$ cat src/rtl/pipe_mem_pkg.sv
// rtl/pipe_mem_pkg.sv - shared types and constants for the MEM-stage data-memory responder
package pipe_mem_pkg;

    typedef enum logic [1:0] {
        ST_IDLE  = 2'd0,
        ST_WR    = 2'd1,
        ST_RD    = 2'd2,
        ST_RDONE = 2'd3
    } state_t;

    localparam int WB_DEPTH_DEF = 4;
    localparam int WORD_AW      = 30;

endpackage

$ cat src/rtl/pipe_wbuf.sv
// rtl/pipe_wbuf.sv - circular store queue with youngest-match load forwarding
module pipe_wbuf
    import pipe_mem_pkg::*;
#(
    parameter int DEPTH = WB_DEPTH_DEF,
    parameter int AW    = WORD_AW
) (
    input  logic          clock,
    input  logic          reset,
    input  logic          enq,
    input  logic [AW-1:0] enq_addr,
    input  logic [31:0]   enq_data,
    input  logic          deq,
    input  logic [AW-1:0] lookup_addr,
    output logic          full,
    output logic          empty,
    output logic [AW-1:0] head_addr,
    output logic [31:0]   head_data,
    output logic          hit,
    output logic [31:0]   hit_data
);

    localparam int PW = $clog2(DEPTH);
    localparam int CW = PW + 1;

    logic [PW-1:0] head_q, head_d, tail_q, tail_d;
    logic [CW-1:0] count_q, count_d;
    logic [AW-1:0] addr_q [DEPTH];
    logic [AW-1:0] addr_d [DEPTH];
    logic [31:0]   data_q [DEPTH];
    logic [31:0]   data_d [DEPTH];
    logic [PW-1:0] idx;

    always_comb begin
        head_d  = head_q;
        tail_d  = tail_q;
        count_d = count_q;
        addr_d  = addr_q;
        data_d  = data_q;
        if (enq) begin
            addr_d[tail_q] = enq_addr;
            data_d[tail_q] = enq_data;
            tail_d         = tail_q + PW'(1);
        end
        if (deq) begin
            head_d = head_q + PW'(1);
        end
        case ({enq, deq})
            2'b10:   count_d = count_q + CW'(1);
            2'b01:   count_d = count_q - CW'(1);
            default: count_d = count_q;
        endcase
    end

    // Walk oldest to youngest so the last match left standing is the youngest copy.
    always_comb begin
        hit      = 1'b0;
        hit_data = 32'd0;
        idx      = '0;
        for (int i = 0; i < DEPTH; i++) begin
            idx = head_q + PW'(i);
            if ((CW'(i) < count_q) && (addr_q[idx] == lookup_addr)) begin
                hit      = 1'b1;
                hit_data = data_q[idx];
            end
        end
    end

    always_ff @(posedge clock or posedge reset) begin
        if (reset) begin
            head_q  <= '0;
            tail_q  <= '0;
            count_q <= '0;
            for (int i = 0; i < DEPTH; i++) begin
                addr_q[i] <= '0;
                data_q[i] <= '0;
            end
        end else begin
            head_q  <= head_d;
            tail_q  <= tail_d;
            count_q <= count_d;
            addr_q  <= addr_d;
            data_q  <= data_d;
        end
    end

    assign full      = (count_q == CW'(DEPTH));
    assign empty     = (count_q == '0);
    assign head_addr = addr_q[head_q];
    assign head_data = data_q[head_q];

endmodule

$ cat src/rtl/pipe_dmem_responder.sv
// rtl/pipe_dmem_responder.sv - MEM-stage responder: write buffer, drain/refill FSM, stall and load response
module pipe_dmem_responder
    import pipe_mem_pkg::*;
#(
    parameter int WB_DEPTH = WB_DEPTH_DEF,
    parameter int AW       = WORD_AW
) (
    input  logic          clock,
    input  logic          reset,
    input  logic          req,
    input  logic          we,
    input  logic [31:0]   addr,
    input  logic [31:0]   wdata,
    output logic          stall,
    output logic [31:0]   rdata,
    output logic          rvalid,
    output logic          mem_req,
    output logic          mem_we,
    output logic [AW-1:0] mem_addr,
    output logic [31:0]   mem_wdata,
    input  logic [31:0]   mem_rdata,
    input  logic          mem_ack
);

    state_t        state_q, state_d;
    logic          mem_req_q, mem_req_d;
    logic          mem_we_q, mem_we_d;
    logic [AW-1:0] mem_addr_q, mem_addr_d;
    logic [31:0]   mem_wdata_q, mem_wdata_d;
    logic [31:0]   hold_q, hold_d;
    logic          rvalid_q, rvalid_d;
    logic [31:0]   rdata_q, rdata_d;

    logic [AW-1:0] word_addr;
    logic [1:0]    unused_addr_bits;
    logic          wb_full, wb_empty, wb_hit, load_miss;
    logic [AW-1:0] head_addr;
    logic [31:0]   head_data, hit_data;

    assign word_addr        = addr[AW+1:2];
    assign unused_addr_bits = addr[1:0];

    pipe_wbuf #(.DEPTH(WB_DEPTH), .AW(AW)) u_wbuf (
        .clock       (clock),
        .reset       (reset),
        .enq         (req & we & ~wb_full),
        .enq_addr    (word_addr),
        .enq_data    (wdata),
        .deq         ((state_q == ST_WR) & mem_ack),
        .lookup_addr (word_addr),
        .full        (wb_full),
        .empty       (wb_empty),
        .head_addr   (head_addr),
        .head_data   (head_data),
        .hit         (wb_hit),
        .hit_data    (hit_data)
    );

    assign load_miss = req & ~we & ~wb_hit;
    assign stall     = req & (we ? wb_full : ~(wb_hit | (state_q == ST_RDONE)));

    always_comb begin
        state_d     = state_q;
        mem_req_d   = mem_req_q;
        mem_we_d    = mem_we_q;
        mem_addr_d  = mem_addr_q;
        mem_wdata_d = mem_wdata_q;
        hold_d      = hold_q;
        rvalid_d    = req & ~we & ~stall;
        rdata_d     = rdata_q;
        if (rvalid_d) begin
            rdata_d = wb_hit ? hit_data : hold_q;
        end
        // Acks are only honoured in WR/RD, so a stale ack after reset lands in IDLE and is dropped.
        case (state_q)
            ST_IDLE: begin
                if (load_miss) begin
                    state_d    = ST_RD;
                    mem_req_d  = 1'b1;
                    mem_we_d   = 1'b0;
                    mem_addr_d = word_addr;
                end else if (!wb_empty) begin
                    state_d     = ST_WR;
                    mem_req_d   = 1'b1;
                    mem_we_d    = 1'b1;
                    mem_addr_d  = head_addr;
                    mem_wdata_d = head_data;
                end
            end
            ST_WR: begin
                if (mem_ack) begin
                    state_d   = ST_IDLE;
                    mem_req_d = 1'b0;
                    mem_we_d  = 1'b0;
                end
            end
            ST_RD: begin
                if (mem_ack) begin
                    state_d   = ST_RDONE;
                    mem_req_d = 1'b0;
                    hold_d    = mem_rdata;
                end
            end
            ST_RDONE: state_d = ST_IDLE;
            default:  state_d = ST_IDLE;
        endcase
    end

    always_ff @(posedge clock or posedge reset) begin
        if (reset) begin
            state_q     <= ST_IDLE;
            mem_req_q   <= 1'b0;
            mem_we_q    <= 1'b0;
            mem_addr_q  <= '0;
            mem_wdata_q <= '0;
            hold_q      <= '0;
            rvalid_q    <= 1'b0;
            rdata_q     <= '0;
        end else begin
            state_q     <= state_d;
            mem_req_q   <= mem_req_d;
            mem_we_q    <= mem_we_d;
            mem_addr_q  <= mem_addr_d;
            mem_wdata_q <= mem_wdata_d;
            hold_q      <= hold_d;
            rvalid_q    <= rvalid_d;
            rdata_q     <= rdata_d;
        end
    end

    assign rvalid    = rvalid_q;
    assign rdata     = rdata_q;
    assign mem_req   = mem_req_q;
    assign mem_we    = mem_we_q;
    assign mem_addr  = mem_addr_q;
    assign mem_wdata = mem_wdata_q;

endmodule

$ cat config.mk
export PLATFORM = sky130hd
export DESIGN_NAME = pipe_dmem_responder
export DESIGN_NICKNAME = d
export VERILOG_FILES = /design/src/rtl/pipe_mem_pkg.sv /design/src/rtl/pipe_wbuf.sv /design/src/rtl/pipe_dmem_responder.sv
export SDC_FILE = /design/constraint.sdc
export NUM_CORES = 1
export LEC_CHECK = 0
export ABC_AREA = 1
export BUFFER_PORTS_ARGS = -buffer_cell sky130_fd_sc_hd__buf_2
export CAP_MARGIN = 0
export CELL_PAD_IN_SITES_DETAIL_PLACEMENT = 1
export CELL_PAD_IN_SITES_GLOBAL_PLACEMENT = 2
export CORE_ASPECT_RATIO = 0.7
export CORE_MARGIN = 5
export CORE_UTILIZATION = 30
export DETAILED_ROUTE_END_ITERATION = 10
export PLACE_DENSITY = 0.85
export SLEW_MARGIN = 20
export SYNTH_ARGS = -nofsm -noshare
export SYNTH_HDL_FRONTEND = slang
export SYNTH_HIERARCHICAL = 1
export SYNTH_SLANG_ARGS = --single-unit
export TNS_END_PERCENT = 20
$ cat constraint.sdc
create_clock -name clock -period 7.5 [get_ports clock]
set_clock_uncertainty 0.15 [all_clocks]
set_input_delay 0.75 -clock clock [delete_from_list [all_inputs] [get_ports clock]]
set_output_delay 0.75 -clock clock [all_outputs]
set_load 0.01 [all_outputs]
==> results.sh, run 1 <==
export IMPL_cts_num_sinks=386
export IMPL_wl_per_cell_um=19.4
export IMPL_drt_pass1_iter_count=5
export IMPL_rsz0062_at_grt="false"
export IMPL_p_clk_share_pct=17.8
export IMPL_drt_iter0_drc=2125
export IMPL_slew_violations=0
export IMPL_cts_max_level=2
export IMPL_areaGrowthSynthToFinish_pct=13.2
export IMPL_via_count=25900
export IMPL_total_leakage_power_uw=0.0155
export IMPL_antenna_found_initial=7
export IMPL_ys_types=32
export IMPL_power_frac_seq_pct=27.4
export IMPL_reg2reg_to="mem_addr[11]"
export IMPL_synthCells=4028
export IMPL_multi_input_area_sq_um=12700
export IMPL_cp_common_cell="nand2_1"
export IMPL_slew_headroom_pct=28.8
export IMPL_clk_latency_ns=0.62
export IMPL_clockBufferDepth=3
export IMPL_worst_path_buf_inv=6
export IMPL_cts_hold_buf=0
export IMPL_path_max_fanout=81
export IMPL_drc_errors=0
export IMPL_crit_type="reg2out"
export IMPL_grt_pass1_vias=25300
export IMPL_die_y_um=253
export IMPL_hold_violations=0
export IMPL_maxCapViolCount=0
export IMPL_setup_violations=0
export IMPL_register_area_sq_um=9660
export IMPL_r2r_setup_slack_ns=1.36
export IMPL_cp_end_kind="output port"
export IMPL_syn_nets=4143
export IMPL_switchingPower_uw=7170
export IMPL_gp_congestion=0.875
export IMPL_globalRouteOverflowTotal=0
export IMPL_ys_seq_area_share_pct=38.3
export IMPL_start_util_pct=30.4
export IMPL_arrival_ns=5.56
export IMPL_nFillCells=10800
export IMPL_min_period_ns=6.46
export IMPL_post_cts_buffers=0
export IMPL_ioPinCount=199
export IMPL_worstMarginPinSlew_ns=1.07
export IMPL_io_buffers=196
export IMPL_power_internal_uw=6890
export IMPL_worst_path_max_delay_cell="dfrtp_4"
export IMPL_fmax_ghz=0.155
export IMPL_fin_cells=5235
export IMPL_core_sq_um=82900
export IMPL_critical_path_top_delay_family="buffers and inverters"
export IMPL_r2r_cells=23
export IMPL_ys_seq_elements=386
export IMPL_status="finished, final reports clean"
export IMPL_p_total_uw=14100
export IMPL_core_rowCount=88
export IMPL_grt_first_pass_wirelength_mm=155
export IMPL_ant_nets=0
export IMPL_ys_warn_count=6
export IMPL_switching_share_pct=51.0
export IMPL_synth_area_sq_um=25200
export IMPL_nets=4186
export IMPL_place_inst=5148
export IMPL_cts_tree="done"
export IMPL_combPwrFrac_pct=54.8
export IMPL_ctsResizeCount=0
export IMPL_max_vdd_ir_drop_mv=0.221
export IMPL_gr_usage_all_layers_pct=22.1
export IMPL_dieArea_sq_um=90000
export IMPL_p_per_area_nw_per_um2=493
export IMPL_finalCritPeriodShare_pct=86.2
export IMPL_clk_pin_slew_worst_paths_ns=0.06
export IMPL_clockRootBuffer="clkbuf_16"
export IMPL_cts_buffers=45
export IMPL_routed_via_density=4.95
export IMPL_r2r_start="u_wbuf/head_q[0]"
export IMPL_cpPeakStageDelay_ns=0.74
export IMPL_drive_above_1_share_pct=9.35
export IMPL_cp_required_ns=6.60
export IMPL_min_path_type="in2async"
export IMPL_die_w_um=356
export IMPL_grt_max_degree=172
export IMPL_dpl_hpwl_mm=70.1
export IMPL_path_cells="clkinv_2, buf_4, nand2_1, nand2_4, buf_4, nand3_1, nand3_1, nand2_1, nand2_1, nor2_1, nand2_1, nor2_4, nand2_2, buf_4, nand4_1, inv_2, nand3_2, o21ai_0, buf_2"
export IMPL_wl_mm=102
export IMPL_syn_area_per_cell_sq_um=6.26
export IMPL_worst_setup_path_start_kind="register"
export IMPL_finalSetupTns_ns=0
[cell usage after synthesis, drive strengths merged]
master / count / area [sq um]
a21oi: 22 / 110
and2: 2 / 12.5
buf: 140 / 747
clkbuf: 99 / 372
dfrtp: 386 / 9660
ha: 14 / 175
inv: 463 / 1740
mux2: 16 / 180
nand2: 1827 / 6870
nand3: 258 / 1300
nand4: 16 / 100
nor2: 76 / 305
nor3: 5 / 25.0
o211ai: 4 / 30.0
o21a: 1 / 7.51
o21ai: 674 / 3370
o22ai: 2 / 12.5
or2: 6 / 37.5
xnor2: 2 / 17.5
xor2: 15 / 131
[through the flow]
stage	hold WS, ns	util [%]	instance area, sq um	setup slack (ns)
after floorplan	0.303	-	25200	3.10
after global placement	0.299	32.4	26900	1.57
after detailed placement	0.307	32.4	26900	1.40
after CTS	0.0780	34.4	28500	1.06
after global routing	0.125	34.4	28500	0.785
final	0.0808	34.4	28500	1.04
[registers in the layout, indices dropped and copies added (netlist names)]
signal / count
mem_req: 1
u_wbuf/data_q: 128
u_wbuf/count_q: 3
rdata: 32
mem_addr: 30
u_wbuf/head_q: 2
mem_we: 1
u_wbuf/tail_q: 2
rvalid: 1
state_q: 2
mem_wdata: 32
u_wbuf/addr_q: 120
hold_q: 32
[layout by cell type, fill, tap and decap left out, drive strengths merged]
| cell type | count |
|---|---|
| and2 | 2 |
| nor3 | 5 |
| diode | 3 |
| nand2 | 1827 |
| mux2 | 16 |
| bufinv | 8 |
| nand4 | 16 |
| o21a | 1 |
| nand3 | 258 |
| ha | 14 |
| buf | 235 |
| clkinv | 10 |
| nor2 | 76 |
| xor2 | 15 |
| a21oi | 22 |
| o22ai | 2 |
| o21ai | 674 |
| or2 | 6 |
| clkbuf | 63 |
| clkinvlp | 3 |
| o211ai | 4 |
| inv | 462 |
| dfrtp | 386 |
| xnor2 | 2 |
[layer usage]
| layer | track usage, % | vias to the layer above | part of all wire, % |
|---|---|---|---|
| met2 | 31.2 | 648 | 40 |
| met3 | 5.35 | 98 | 8.0 |
| met5 | 0 | - | 0.028 |
| met4 | 4.26 | 6 | 1.5 |
| met1 | 34.0 | 12600 | 51 |
| li1 | - | 12600 | - |
[power groups by stage]
| stage | clock [uW] | sequential, uW | combinational [uW] |
|---|---|---|---|
| after floorplan | 0 | 3730 | 5280 |
| after global placement | 0 | 3830 | 7370 |
| after detailed placement | 0 | 3870 | 7580 |
| after CTS | 2560 | 3850 | 7630 |
| after global routing | 2640 | 4000 | 8710 |
| final | 2500 | 3850 | 7710 |
[cell families (layout without fill, tap and decap cells)]
family	count (synthesis)	after routing	share of synthesized area, %
AND/OR/NAND/NOR	2190	2190	34.3
AO/OA/AOI/OAI	703	703	14.0
buffers and inverters	702	781	11.3
flip-flops	386	386	38.3
XOR/XNOR	17	17	0.591
multiplexers	16	16	0.715
adder cells (fa/ha/maj)	14	14	0.695
other	0	3	0
[worst max-delay path by stage]
stage                        endpoint  cells after the start  slack, ns        startpoint
final                           stall                     19       1.04  u_wbuf/head_q[0]
after CTS                       stall                     19       1.06  u_wbuf/head_q[0]
after global routing            stall                     19       0.78  u_wbuf/head_q[0]
after detailed placement  mem_addr[7]                     23       1.40  u_wbuf/head_q[0]
after global placement        mem_req                     23       1.57  u_wbuf/head_q[0]
after floorplan             hold_q[0]                      1       3.10             reset
[cell type report]
type | count | share of cell area, %
Inverter | 463 | 6.14
Antenna cell | 3 | 0.0263
Multi-Input combinational cell | 2940 | 44.7
Clock inverter | 20 | 1.08
Timing Repair Buffer | 235 | 4.62
Tap cell | 1125 | 4.94
Clock buffer | 63 | 4.65
Sequential cell | 386 | 33.9
Note: power is estimated with default switching activity, not from simulation.
==> run 2, diff against run 1 <==
--- a/config.mk
+++ b/config.mk
@@ -6,7 +6,6 @@
 export NUM_CORES = 1
 export LEC_CHECK = 0
 export ABC_AREA = 1
-export BUFFER_PORTS_ARGS = -buffer_cell sky130_fd_sc_hd__buf_2
 export CAP_MARGIN = 0
 export CELL_PAD_IN_SITES_DETAIL_PLACEMENT = 1
 export CELL_PAD_IN_SITES_GLOBAL_PLACEMENT = 2
@@ -14,7 +13,8 @@
 export CORE_MARGIN = 5
 export CORE_UTILIZATION = 30
 export DETAILED_ROUTE_END_ITERATION = 10
-export PLACE_DENSITY = 0.85
+export DONT_BUFFER_PORTS = 1
+export PLACE_DENSITY = 0.81
 export SLEW_MARGIN = 20
 export SYNTH_ARGS = -nofsm -noshare
 export SYNTH_HDL_FRONTEND = slang
==> results.sh, run 2 (same netlist as run 1, synthesis figures left out) <==
export IMPL_status="finished, final reports clean"
export IMPL_cpPeakStageDelay_ns=0.60
export IMPL_crit_type="reg2out"
export IMPL_grt_pass1_vias=24000
export IMPL_gp_congestion=0.873
export IMPL_cts_buffers=47
export IMPL_fmax_ghz=0.179
export IMPL_die_w_um=356
export IMPL_cp_end_kind="output port"
export IMPL_switchingPower_uw=7070
export IMPL_setup_violations=0
export IMPL_areaGrowthSynthToFinish_pct=9.11
export IMPL_maxCapViolCount=0
export IMPL_antenna_found_initial=9
export IMPL_total_leakage_power_uw=0.0146
export IMPL_ant_nets=0
export IMPL_cp_common_cell="nand2_1"
export IMPL_slew_headroom_pct=29.1
export IMPL_top_regs="u_wbuf/data_q x128, u_wbuf/addr_q x120"
export IMPL_nFillCells=10700
export IMPL_cts_max_level=2
export IMPL_p_clk_share_pct=17.6
export IMPL_drt_iter0_drc=2049
export IMPL_worst_setup_path_start_kind="register"
export IMPL_worstMarginPinSlew_ns=1.06
export IMPL_core_sq_um=82900
export IMPL_nets=3993
export IMPL_hold_violations=0
export IMPL_largest_reg_flops=128
export IMPL_p_per_area_nw_per_um2=498
export IMPL_cts_tree="done"
export IMPL_path_max_fanout=49
export IMPL_core_rowCount=88
export IMPL_via_count=24900
export IMPL_die_y_um=253
export IMPL_cts_num_sinks=386
export IMPL_routed_via_density=4.93
export IMPL_r2r_setup_slack_ns=2.21
export IMPL_wl_per_cell_um=19.8
export IMPL_arrival_ns=4.69
export IMPL_layout_cells_most_common="nand2_1"
export IMPL_combPwrFrac_pct=53.0
export IMPL_min_period_ns=5.59
export IMPL_drive_above_1_share_pct=4.70
export IMPL_critical_path_top_delay_family="simple AND/OR/NAND/NOR gates"
export IMPL_finalCritPeriodShare_pct=74.5
export IMPL_dpl_hpwl_mm=70.2
export IMPL_clockRootBuffer="clkbuf_16"
export IMPL_grt_max_degree=213
export IMPL_utilization_pct=33.2
export IMPL_layout_common_cells="nand2_1, o21ai_0, inv_1, dfrtp_1, nand3_1"
export IMPL_ioPinCount=199
export IMPL_max_vdd_ir_drop_mv=0.315
export IMPL_drc_errors=0
export IMPL_wl_mm=100
export IMPL_largest_register="u_wbuf/data_q"
export IMPL_clk_pin_slew_worst_paths_ns=0.06
export IMPL_clk_latency_ns=0.62
export IMPL_power_internal_uw=6630
export IMPL_path_cells="inv_6, nand2_1, nand2_4, buf_4, nand2_1, nand3_1, nand2_1, inv_1, nand2_1, nor2_1, nand2_1, nor2_2, nand2_2, nand4_1, inv_2, nand3_2, o21ai_0, buf_4"
export IMPL_io_buffers=0
export IMPL_globalRouteOverflowTotal=0
export IMPL_clockBufferDepth=3
export IMPL_rsz0062_at_grt="false"
export IMPL_cp_required_ns=6.60
export IMPL_layout_setup_ws_ns=1.91
export IMPL_worst_path_buf_inv=5
export IMPL_power_frac_seq_pct=29.4
export IMPL_slew_violations=0
export IMPL_grt_first_pass_wirelength_mm=151
export IMPL_min_path_type="in2async"
export IMPL_worst_path_max_delay_cell="dfrtp_2"
export IMPL_finalSetupTns_ns=0
export IMPL_start_util_pct=30.4
export IMPL_gr_usage_all_layers_pct=21.8
export IMPL_drt_pass1_iter_count=7
export IMPL_dp_slack_ns=2.21
export IMPL_switching_share_pct=51.6
export IMPL_dieArea_sq_um=90000
[run 2: cell type report]
type	instances	area, sq um	area share (%)
multi-input combinational	2940	12700	46.3
clock inverter	17	249	0.905
timing repair buffer	40	340	1.24
clock buffer	69	1340	4.87
antenna	4	10.0	0.0364
sequential	386	9660	35.1
tap	1125	1410	5.12
inverter	463	1750	6.37
[run 2: path summary, 6_finish.rpt]
| path | start | end | depth (start not counted) |
|---|---|---|---|
| min in group clock | mem_rdata[30] | hold_q[30] | 1 |
| max in group asynchronous | reset | mem_wdata[0] | 3 |
| setup / recovery | u_wbuf/head_q[1] | stall | 18 |
| setup reg to reg | u_wbuf/head_q[1] | rdata[11] | 18 |
| hold reg to reg | u_wbuf/addr_q[48] | u_wbuf/addr_q[48] | 2 |
| hold / removal | reset | u_wbuf/data_q[90] | 2 |
[run 2: per-layer routing]
metal / track usage [%] / wire length, um / up-vias
met3: 6.05 / 8280 / 101
met2: 30.4 / 39000 / 609
li1: - / - / 12200
met1: 33.4 / 51000 / 11900
met5: 0 / 62 / -
met4: 4.36 / 1730 / 10
[run 2: stage by stage]
step / power (uW) / hold WS [ns] / std cells / cell area, sq um
finish: 13700 / 0.0990 / 5044 / 27500
global route: 15000 / 0.110 / 5040 / 27500
CTS: 13700 / 0.0879 / 5040 / 27500
detailed placement: 11200 / 0.323 / 4953 / 25900
global placement: 11000 / 0.317 / 4953 / 25900
floorplan: 9000 / 0.303 / 4028 / 25200
[run 2: power groups by stage]
| stage | registers (uW) | clock network, uW | logic (uW) |
|---|---|---|---|
| floorplan | 3730 | 0 | 5280 |
| global route | 4170 | 2580 | 8260 |
| finish | 4030 | 2410 | 7260 |
| detailed placement | 4070 | 0 | 7150 |
| CTS | 4040 | 2500 | 7170 |
| global placement | 4040 | 0 | 6940 |
[run 2: what timing repair did]
item	CTS	global route
gates resized for setup	0	0
endpoints found under the hold margin	62	0
hold buffers	1	0
setup buffers	0	0
